==> src/rtl/mppt_pkg.sv <==
// rtl/mppt_pkg.sv - shared state encoding and duty defaults for the P&O MPPT controller
package mppt_pkg;

    typedef enum logic [2:0] {
        ST_IDLE   = 3'd0,
        ST_SETTLE = 3'd1,
        ST_REQ    = 3'd2,
        ST_CALC   = 3'd3,
        ST_DECIDE = 3'd4
    } state_e;

    localparam int DUTY_MIN_DEF  = 8;
    localparam int DUTY_MAX_DEF  = 247;
    localparam int DUTY_INIT_DEF = 128;

endpackage

==> src/rtl/mppt_settle_timer.sv <==
// rtl/mppt_settle_timer.sv - down-counter that holds off sampling after each duty change
module settle_timer #(
    parameter int CNT_W = 11
) (
    input  logic             clk_i,
    input  logic             reset_i,
    input  logic             load_i,
    input  logic [CNT_W-1:0] load_val_i,
    input  logic             run_i,
    output logic             done_o
);

    logic [CNT_W-1:0] cnt_q;
    logic [CNT_W-1:0] cnt_d;

    // load has priority; otherwise count down while running and park at zero
    always_comb begin
        cnt_d = cnt_q;
        if (load_i) begin
            cnt_d = load_val_i;
        end else if (run_i && (cnt_q != '0)) begin
            cnt_d = cnt_q - 1'b1;
        end
    end

    // counter register
    always_ff @(posedge clk_i or posedge reset_i) begin
        if (reset_i) begin
            cnt_q <= '0;
        end else begin
            cnt_q <= cnt_d;
        end
    end

    assign done_o = (cnt_q == '0);

endmodule

==> src/rtl/mppt_po_ctrl.sv <==
// rtl/mppt_po_ctrl.sv - perturb-and-observe maximum power point tracker driving a pwm duty
module mppt_po_ctrl
    import mppt_pkg::*;
#(
    parameter int RESOLUTION    = 8,
    parameter int ADC_W         = 12,
    parameter int STEP          = 1,
    parameter int SETTLE_CYCLES = 1024,
    parameter int DUTY_MIN      = DUTY_MIN_DEF,
    parameter int DUTY_MAX      = DUTY_MAX_DEF,
    parameter int DUTY_INIT     = DUTY_INIT_DEF
) (
    input  logic                  clk_i,
    input  logic                  reset_i,
    input  logic                  enable_i,
    output logic                  sample_req_o,
    input  logic                  sample_ack_i,
    input  logic [ADC_W-1:0]      v_i,
    input  logic [ADC_W-1:0]      i_i,
    output logic [RESOLUTION-1:0] duty_o,
    output logic                  duty_upd_o,
    output logic                  dir_o,
    output logic [2*ADC_W-1:0]    power_o
);

    localparam int P_W   = 2 * ADC_W;
    localparam int W     = RESOLUTION + 1;
    localparam int CNT_W = $clog2(SETTLE_CYCLES + 1);

    localparam logic [W-1:0]          STEP_W = W'(STEP);
    localparam logic [W-1:0]          MIN_W  = W'(DUTY_MIN);
    localparam logic [W-1:0]          MAX_W  = W'(DUTY_MAX);
    localparam logic [CNT_W-1:0]      RELOAD = CNT_W'(SETTLE_CYCLES - 1);
    localparam logic [RESOLUTION-1:0] INIT_D = RESOLUTION'(DUTY_INIT);

    state_e                  state_q, state_d;
    logic                    first_q, first_d;
    logic                    dir_q, dir_d;
    logic [RESOLUTION-1:0]   duty_q, duty_d;
    logic [P_W-1:0]          power_q, power_d;
    logic [P_W-1:0]          p_prev_q, p_prev_d;
    logic [ADC_W-1:0]        v_q, v_d;
    logic [ADC_W-1:0]        i_q, i_d;
    logic                    req_q, req_d;
    logic                    upd_q, upd_d;

    logic                    settle_done;
    logic                    settle_load;
    logic                    settle_run;

    // direction and stepped duty resolved for the DECIDE state
    logic                    dir_res;
    logic [W-1:0]            duty_w;
    logic [W-1:0]            duty_step;
    logic                    hit_clamp;

    // reload on entry to SETTLE from IDLE or DECIDE; count only while settling
    assign settle_load = enable_i && ((state_q == ST_IDLE) || (state_q == ST_DECIDE));
    assign settle_run  = enable_i && (state_q == ST_SETTLE);

    settle_timer #(
        .CNT_W (CNT_W)
    ) u_settle (
        .clk_i      (clk_i),
        .reset_i    (reset_i),
        .load_i     (settle_load),
        .load_val_i (RELOAD),
        .run_i      (settle_run),
        .done_o     (settle_done)
    );

    // state register
    always_ff @(posedge clk_i or posedge reset_i) begin
        if (reset_i) begin
            state_q <= ST_IDLE;
        end else begin
            state_q <= state_d;
        end
    end

    // next-state logic; a low enable pulls every state back to IDLE
    always_comb begin
        state_d = state_q;
        if (!enable_i) begin
            state_d = ST_IDLE;
        end else begin
            case (state_q)
                ST_IDLE:   state_d = ST_SETTLE;
                ST_SETTLE: if (settle_done) state_d = ST_REQ;
                ST_REQ:    if (sample_ack_i) state_d = ST_CALC;
                ST_CALC:   state_d = ST_DECIDE;
                ST_DECIDE: state_d = ST_SETTLE;
                default:   state_d = ST_IDLE;
            endcase
        end
    end

    // perturbation decision: hold direction on the first pass, reverse when power fell
    always_comb begin
        dir_res   = dir_q;
        duty_w    = {1'b0, duty_q};
        duty_step = duty_w;
        hit_clamp = 1'b0;
        if (!first_q && (power_q < p_prev_q)) begin
            dir_res = ~dir_q;
        end
        if (dir_res) begin
            if (duty_w + STEP_W >= MAX_W) begin
                duty_step = MAX_W;
                hit_clamp = 1'b1;
            end else begin
                duty_step = duty_w + STEP_W;
            end
        end else begin
            if (duty_w <= MIN_W + STEP_W) begin
                duty_step = MIN_W;
                hit_clamp = 1'b1;
            end else begin
                duty_step = duty_w - STEP_W;
            end
        end
    end

    // output and datapath next values; outputs are registered so reset release cannot glitch them
    always_comb begin
        first_d  = first_q;
        dir_d    = dir_q;
        duty_d   = duty_q;
        power_d  = power_q;
        p_prev_d = p_prev_q;
        v_d      = v_q;
        i_d      = i_q;
        upd_d    = 1'b0;
        req_d    = (state_d == ST_REQ);
        if (enable_i) begin
            case (state_q)
                ST_IDLE: begin
                    first_d = 1'b1;
                end
                ST_REQ: begin
                    if (sample_ack_i) begin
                        v_d = v_i;
                        i_d = i_i;
                    end
                end
                ST_CALC: begin
                    power_d = P_W'(v_q) * P_W'(i_q);
                end
                ST_DECIDE: begin
                    first_d  = 1'b0;
                    p_prev_d = power_q;
                    duty_d   = duty_step[RESOLUTION-1:0];
                    dir_d    = hit_clamp ? ~dir_res : dir_res;
                    upd_d    = (duty_step[RESOLUTION-1:0] != duty_q);
                end
                default: ;
            endcase
        end
    end

    // datapath and output registers
    always_ff @(posedge clk_i or posedge reset_i) begin
        if (reset_i) begin
            first_q  <= 1'b1;
            dir_q    <= 1'b1;
            duty_q   <= INIT_D;
            power_q  <= '0;
            p_prev_q <= '0;
            v_q      <= '0;
            i_q      <= '0;
            req_q    <= 1'b0;
            upd_q    <= 1'b0;
        end else begin
            first_q  <= first_d;
            dir_q    <= dir_d;
            duty_q   <= duty_d;
            power_q  <= power_d;
            p_prev_q <= p_prev_d;
            v_q      <= v_d;
            i_q      <= i_d;
            req_q    <= req_d;
            upd_q    <= upd_d;
        end
    end

    assign sample_req_o = req_q;
    assign duty_o       = duty_q;
    assign duty_upd_o   = upd_q;
    assign dir_o        = dir_q;
    assign power_o      = power_q;

endmodule

==> config.mk <==
export PLATFORM = sky130hd
export DESIGN_NAME = mppt_po_ctrl
export DESIGN_NICKNAME = d
export VERILOG_FILES = /design/src/rtl/mppt_pkg.sv /design/src/rtl/mppt_settle_timer.sv /design/src/rtl/mppt_po_ctrl.sv
export SDC_FILE = /design/constraint.sdc
export NUM_CORES = 1
export LEC_CHECK = 0
export CAP_MARGIN = 10
export CORE_ASPECT_RATIO = 1.4
export CORE_UTILIZATION = 30
export DETAILED_ROUTE_END_ITERATION = 10
export HOLD_SLACK_MARGIN = 0.02
export PLACE_DENSITY = 0.57
export SYNTH_ARGS = -nofsm -noshare
export SYNTH_HDL_FRONTEND = slang
export SYNTH_SLANG_ARGS = --single-unit
==> constraint.sdc <==
create_clock -name clk_i -period 6.2 [get_ports clk_i]
set_input_delay 1.24 -clock clk_i [delete_from_list [all_inputs] [get_ports clk_i]]
set_output_delay 1.24 -clock clk_i [all_outputs]
set_load 0.1 [all_outputs]
# Word level (Yosys, flattened, before mapping)
# Index checks and enable logic that the tools add are counted.
[classes]
order_cmp = 3
n_mul = 1
reduce_logical = 16
n_mux = 17
n_addsub = 3
eq_ne = 6
n_bitwise = 2
[op_table]
columns = ["operator", "n"]
rows = [
  ["24-bit less-than comparator", 1],
  ["12-bit by 12-bit multiplier with 24-bit output", 1],
  ["8-bit 2-to-1 mux", 3],
  ["11-bit 2-to-1 mux", 2],
  ["3-bit case mux with 4 select lines", 1],
  ["11-bit zero test", 1],
  ["11-bit nonzero test", 1],
  ["11-bit by 1-bit subtractor with 11-bit output, second input constant", 1],
  ["8-bit by 1-bit adder with 9-bit output, second input constant", 1],
  ["3-bit by 2-bit == test with 1-bit output, second input constant", 3],
  ["9-bit by 8-bit >= comparator with 1-bit output, second input constant", 1],
  ["3-bit 2-to-1 mux", 3],
  ["8-bit by 4-bit <= comparator with 1-bit output, second input constant", 1],
  ["8-bit != test", 1],
  ["8-bit by 1-bit subtractor with 8-bit output, second input constant", 1],
  ["1-bit 2-to-1 mux", 7],
  ["2-bit AND reduction", 3],
  ["1-bit logical AND", 4],
  ["2-bit nonzero test", 2],
  ["3-bit by 1-bit == test with 1-bit output, second input constant", 1],
  ["3-bit == test, second input constant", 1],
  ["3-bit zero test", 1],
  ["3-bit AND reduction", 1],
  ["1-bit NOT", 2],
  ["4 further kinds", 4],
]
[word_totals]
out_inout_bits = 35
register_bits = 98
wordCells = 59
input_bits = 28

# Depth between registers and ports, before layout
[logic_depth]
depth_word = 7
depth_mapped = 22
ltp_nobuf = 21

# Hierarchy
# A second synthesis with hierarchy kept.
[hier_totals]
hier_cells = 1082
hier_area_um2 = 9739.3
[modules_own_cells]
columns = ["module", "seq_area_each_um2", "area_each_um2", "cells_each", "n_inst"]
rows = [
  ["mppt_po_ctrl", 2180.8, 9047.4, 1003, 1],
  ["settle_timer", 275.3, 691.9, 79, 1],
]

# Worst setup path after synthesis
# Ideal clock, no wire load.
[synth_path]
path_kind = "flip-flop to flip-flop"
from = "register i_q[11]"
to = "register power_q[23] (netlist: power_o[23])"
synth_period_minus_slack_ns = 5.410
path_buffers = 1
required_time_ns = 6.069
setup_slack_ns = 0.790
arrival_time_ns = 5.279
stages_incl_launch_ff = 21
setup_time_ns = 0.131
cell_sequence = "dfrtp_1 -> clkbuf_1 -> nand2_1 -> fa_1 -> fa_1 -> inv_1 -> fa_1 -> fa_1 -> inv_1 -> fa_1 -> inv_1 -> ha_1 -> a21o_1 -> a21oi_1 -> o21bai_1 -> a21o_1 -> a41oi_1 -> o311ai_1 -> o31ai_1 -> xnor2_1 -> o21ai_1"
[synth_via]
elab_chain_cells = 1
[synth_lines]
columns = ["element", "line", "text"]
rows = [
  ["start: declaration", "mppt_po_ctrl.sv:43", "logic [ADC_W-1:0] i_q, i_d;"],
  ["start signal: assignment", "mppt_po_ctrl.sv:180", "i_q <= i_d;"],
  ["12-bit by 12-bit multiplier with 24-bit output", "mppt_po_ctrl.sv:147", "power_d = P_W'(v_q) * P_W'(i_q);"],
  ["end signal: assignment", "mppt_po_ctrl.sv:177", "power_q <= power_d;"],
  ["end: declaration", "mppt_po_ctrl.sv:40", "logic [P_W-1:0] power_q, power_d;"],
]
# Every way passes these cells.
# A chain may end at the register's enable or synchronous reset.

# Final worst setup path
[layout_path]
from = "register v_q[6]"
to = "register power_q[23] (netlist: power_o[23])"
[layout_via]
elab_chain_cells = 1
[layout_lines]
columns = ["element", "line", "text"]
rows = [
  ["start: declaration", "mppt_po_ctrl.sv:42", "logic [ADC_W-1:0] v_q, v_d;"],
  ["start signal: assignment", "mppt_po_ctrl.sv:179", "v_q <= v_d;"],
  ["12-bit by 12-bit multiplier with 24-bit output", "mppt_po_ctrl.sv:147", ""],
]
# Every way passes these cells.

==> results.md <==
* Status: complete, no violations
* CP endpoint kind: flop
* Wire length on met3 at 602 um
* Post-synth top area share at 25.21%
* Routed Antenna Nets at 0
* Leak at 5.432 nW
* Worst setup SP type: flop
* Post-synthesis mux area share at 3.091%
* Post-Syn Nets at 1261
* CTS resizes at 0
* Adder-cell share of the synthesized area at 33.17%
* Vias post-DR at 6837
* NumNets Final at 1306
* Max-slew headroom at 30.26%
* Most frequent cells in the layout: 189 x nand2_1, 175 x inv_1, 100 x fa_1
* Max clock buf depth at 2
* DR DRC count at 0
* Antenna Cells at 0
* Hold Crit Start: first_q
* Met1 WL at 8994 um
* Area after DPL at 0.01049 sq mm
* First-pass detailed-route iteration total at 5
* WHS Endpoint: first_q
* Max IR drop VDD at 0.0001263 V
* Largest family of logic cells by synthesized area: adder cells
* Initial Util at 30.61%
* Simple-gate share of the synthesized area at 16.36%
* Via-to-Cell Ratio at 4.610
* Worst hold path type: reg2reg
* CTS root buf: clkbuf_16
* Clock Pin Slew Worst Setup and Hold Paths at 0.08 ns
* Number of global-route vias before repair at 7291
* Critical path data required time at 6.43 ns
* CP top delay family: adder cells
* Ys Warns at 0
* Fraction of registers with async set/reset at 100.0%
* Setup TNS at 0 ns
* Die X at 151.9 um
* Site Rows at 76
* WP buf/inv at 3
* Postcts setup bufs at 0
* Worst reg2reg startpoint: v_q[6]
* Flop-to-flop setup slack at 0.40 ns
* Sequential area share after synthesis at 26.04%
* CTS Buf Count at 9
* Largest fanout on the critical path at 13
* Clock Latency Late Sink at 0.36 ns
* Clock Skew at 0.008591 ns
* Max stage delay on crit path at 0.64 ns
* DP HPWL at 16590 um
* RR Endpoint: power_o[23]
* Unique cell type count in the Yosys netlist at 61
* Core area at 0.03081 sq mm
* Highest Clock Rate at 172.5 MHz
* Commonest non-fill, non-tap cell in the layout: nand2_1
* Met2 wirelength from detailed routing at 10580 um
* Final hold violations at 0
* RSZ-0062 raised after global routing: no
* H-tree Lvls at 3
* Total GRT Usage at 13.62%
* PD cells at 130.0 mW/mm^2
* Setup Viol. Count Final at 0
* Die height at 211.8 um
* Initial DRC Count at 279
* Max Cap Violations at 0
* Share of layout cells above drive strength 1 at 6.313%
* First-pass GRT wire length at 35450 um
* WL final at 20540 um
* Largest cells by area after synthesis: dfrtp_1 25%, fa_1 21%, ha_1 12%, nand2_1 7.5%, inv_1 7.0%
* Area Growth Syn to Fin at 14.65%
* Avg WL per Cell at 13.85 um
* Compound-cell area share of the yosys netlist at 9.538%
* Full die area at 0.03216 sq mm
* Slowest-stage cell, CP: dfrtp_1
* Post-Syn Area at 0.009432 sq mm
* Initial antenna violation count at 0
* Crit-path cells: nand2_1 -> fa_1 -> fa_1 -> inv_1 -> fa_1 -> fa_1 -> inv_1 -> fa_1 -> inv_1 -> ha_1 -> a21o_1 -> a21oi_1 -> o21bai_1 -> a21o_1 -> a41oi_1 -> o311ai_1 -> o31ai_1 -> xnor2_1 -> o21ai_1
* Design area at 0.01081 sq mm
* Flops & latches, synth at 98
* I/O Buffers at 62
* TritonCTS clock tree: done
* Most common cell on crit path: fa_1
* EDFF count, synth at 0
* Worst EP arrival at 6.03 ns
* Last weighted congestion value of the routability-driven placer at 0.8435
* Cell depth of the worst hold path at 2
* Largest net degree at the start of global routing at 66
* Setup CP Type: reg2reg
* Cts hold-fix bufs at 0
* Post-Route Utilization at 35.10%
* Ports at 63
* Minimum clock period at 5.796 ns
* GRT overflow at 0
* R2R depth at 19
* Avg Inst Size Synth at 9.043 sq um
* Top Metal Used: met4
* Top_reg_cell synth: dfrtp_1
* Slew @ Worst Pin at 1.043 ns
* Mapped Cells at 1043
* Final Slew Violations at 0
* XOR/XNOR Fraction of Synth Area at 2.958%
* Synth area leader: dfrtp_1
* Total clock sinks at 98
* Period utilization at 93.48%
-- registers in the layout, summed over array words and instances (netlist names) --
signal          count
p_prev_q           24
power_o            24
i_q                12
v_q                12
u_settle.cnt_q     11
duty_o              8
state_q             3
dir_o               1
duty_upd_o          1
first_q             1
sample_req_o        1
-- synthesized netlist by cell type (3+ instances only) --
library cell and n:
mux2_2 25, a211oi_1 4, inv_1 176, nand3_1 13, nand4_1 5, o21ai_1 16, o31ai_1 6, nand2b_1 7
and4_1 3, nor2_1 21, or3_1 4, dfstp_2 3, nand2_1 189, a21o_1 10, dfrtp_1 95, and2_1 50
fa_1 100, clkbuf_1 41, nor2b_1 5, xor2_1 9, o22ai_1 4, ha_1 90, a31oi_1 5, o21a_1 3
nor4_1 7, and3_1 4, o21bai_1 4, o21ai_0 40, xnor2_1 21, nor3_1 13, a21oi_1 32
-- metal layers --
metal	up-vias	track usage, %
met1	3296	16.02
met4	0	4.828
met5	-	0
li1	3407	-
met3	21	2.252
met2	113	24.81
-- final cells by class --
type                    count  area (sq um)
inverters                 179         674.4
multi-input cells         723          6141
fillers                  3167         20000
well taps                 390         488.0
clock inverters             5         67.56
flip-flops and latches     98          2456
clock buffers              11         252.7
repair buffers             77         733.2
-- cells by family after synthesis --
kind of cell,count (synthesis)
muxes,26
AOI/OAI and AO/OA,145
buffers and inverters,222
xor gates and xnor gates,31
DFF,98
and+or+nand+nor,331
adders and majority gates,190
-- worst max path at each step --
stage / from / endpoint / slack [ns] / depth (start not counted)
after floorplan: i_q[11] / power_o[23] / 0.79 / 20
after global placement: i_q[7] / power_o[23] / 0.46 / 20
after detailed placement: i_q[7] / power_o[23] / 0.40 / 20
after CTS: i_q[7] / power_o[23] / 0.38 / 20
after global routing: v_q[6] / power_o[23] / 0.01 / 19
final: v_q[6] / power_o[23] / 0.40 / 19
-- where the power goes --
group | internal, mW | total [mW] | leakage (nW) | switching [mW]
Sequential | 0.653 | 0.671 | 1.18 | 0.0184
Clock | 0.342 | 0.618 | 0.159 | 0.276
Combinational | 0.0491 | 0.117 | 4.09 | 0.0678
Total | 1.04 | 1.41 | 5.43 | 0.362
-- worst min-delay path, delay by kind of cell (launching register included) --
family          cells  cell delay, ns
flops               1            0.37
compound gates      1            0.08
simple gates        1            0.04
-- metrics by stage --
step	hold slack, ns	std cells	setup WS, ns	power (mW)
after floorplan	0.4582	1043	0.7898	0.7557
after detailed placement	0.4792	1467	0.3967	0.8040
after global placement	0.4692	1467	0.4585	0.8013
after global routing	0.5393	1483	0.01134	1.473
final	0.4989	1483	0.4045	1.406
after CTS	0.5028	1483	0.3831	1.436
No activity file was read; power rests on OpenSTA's default activity.
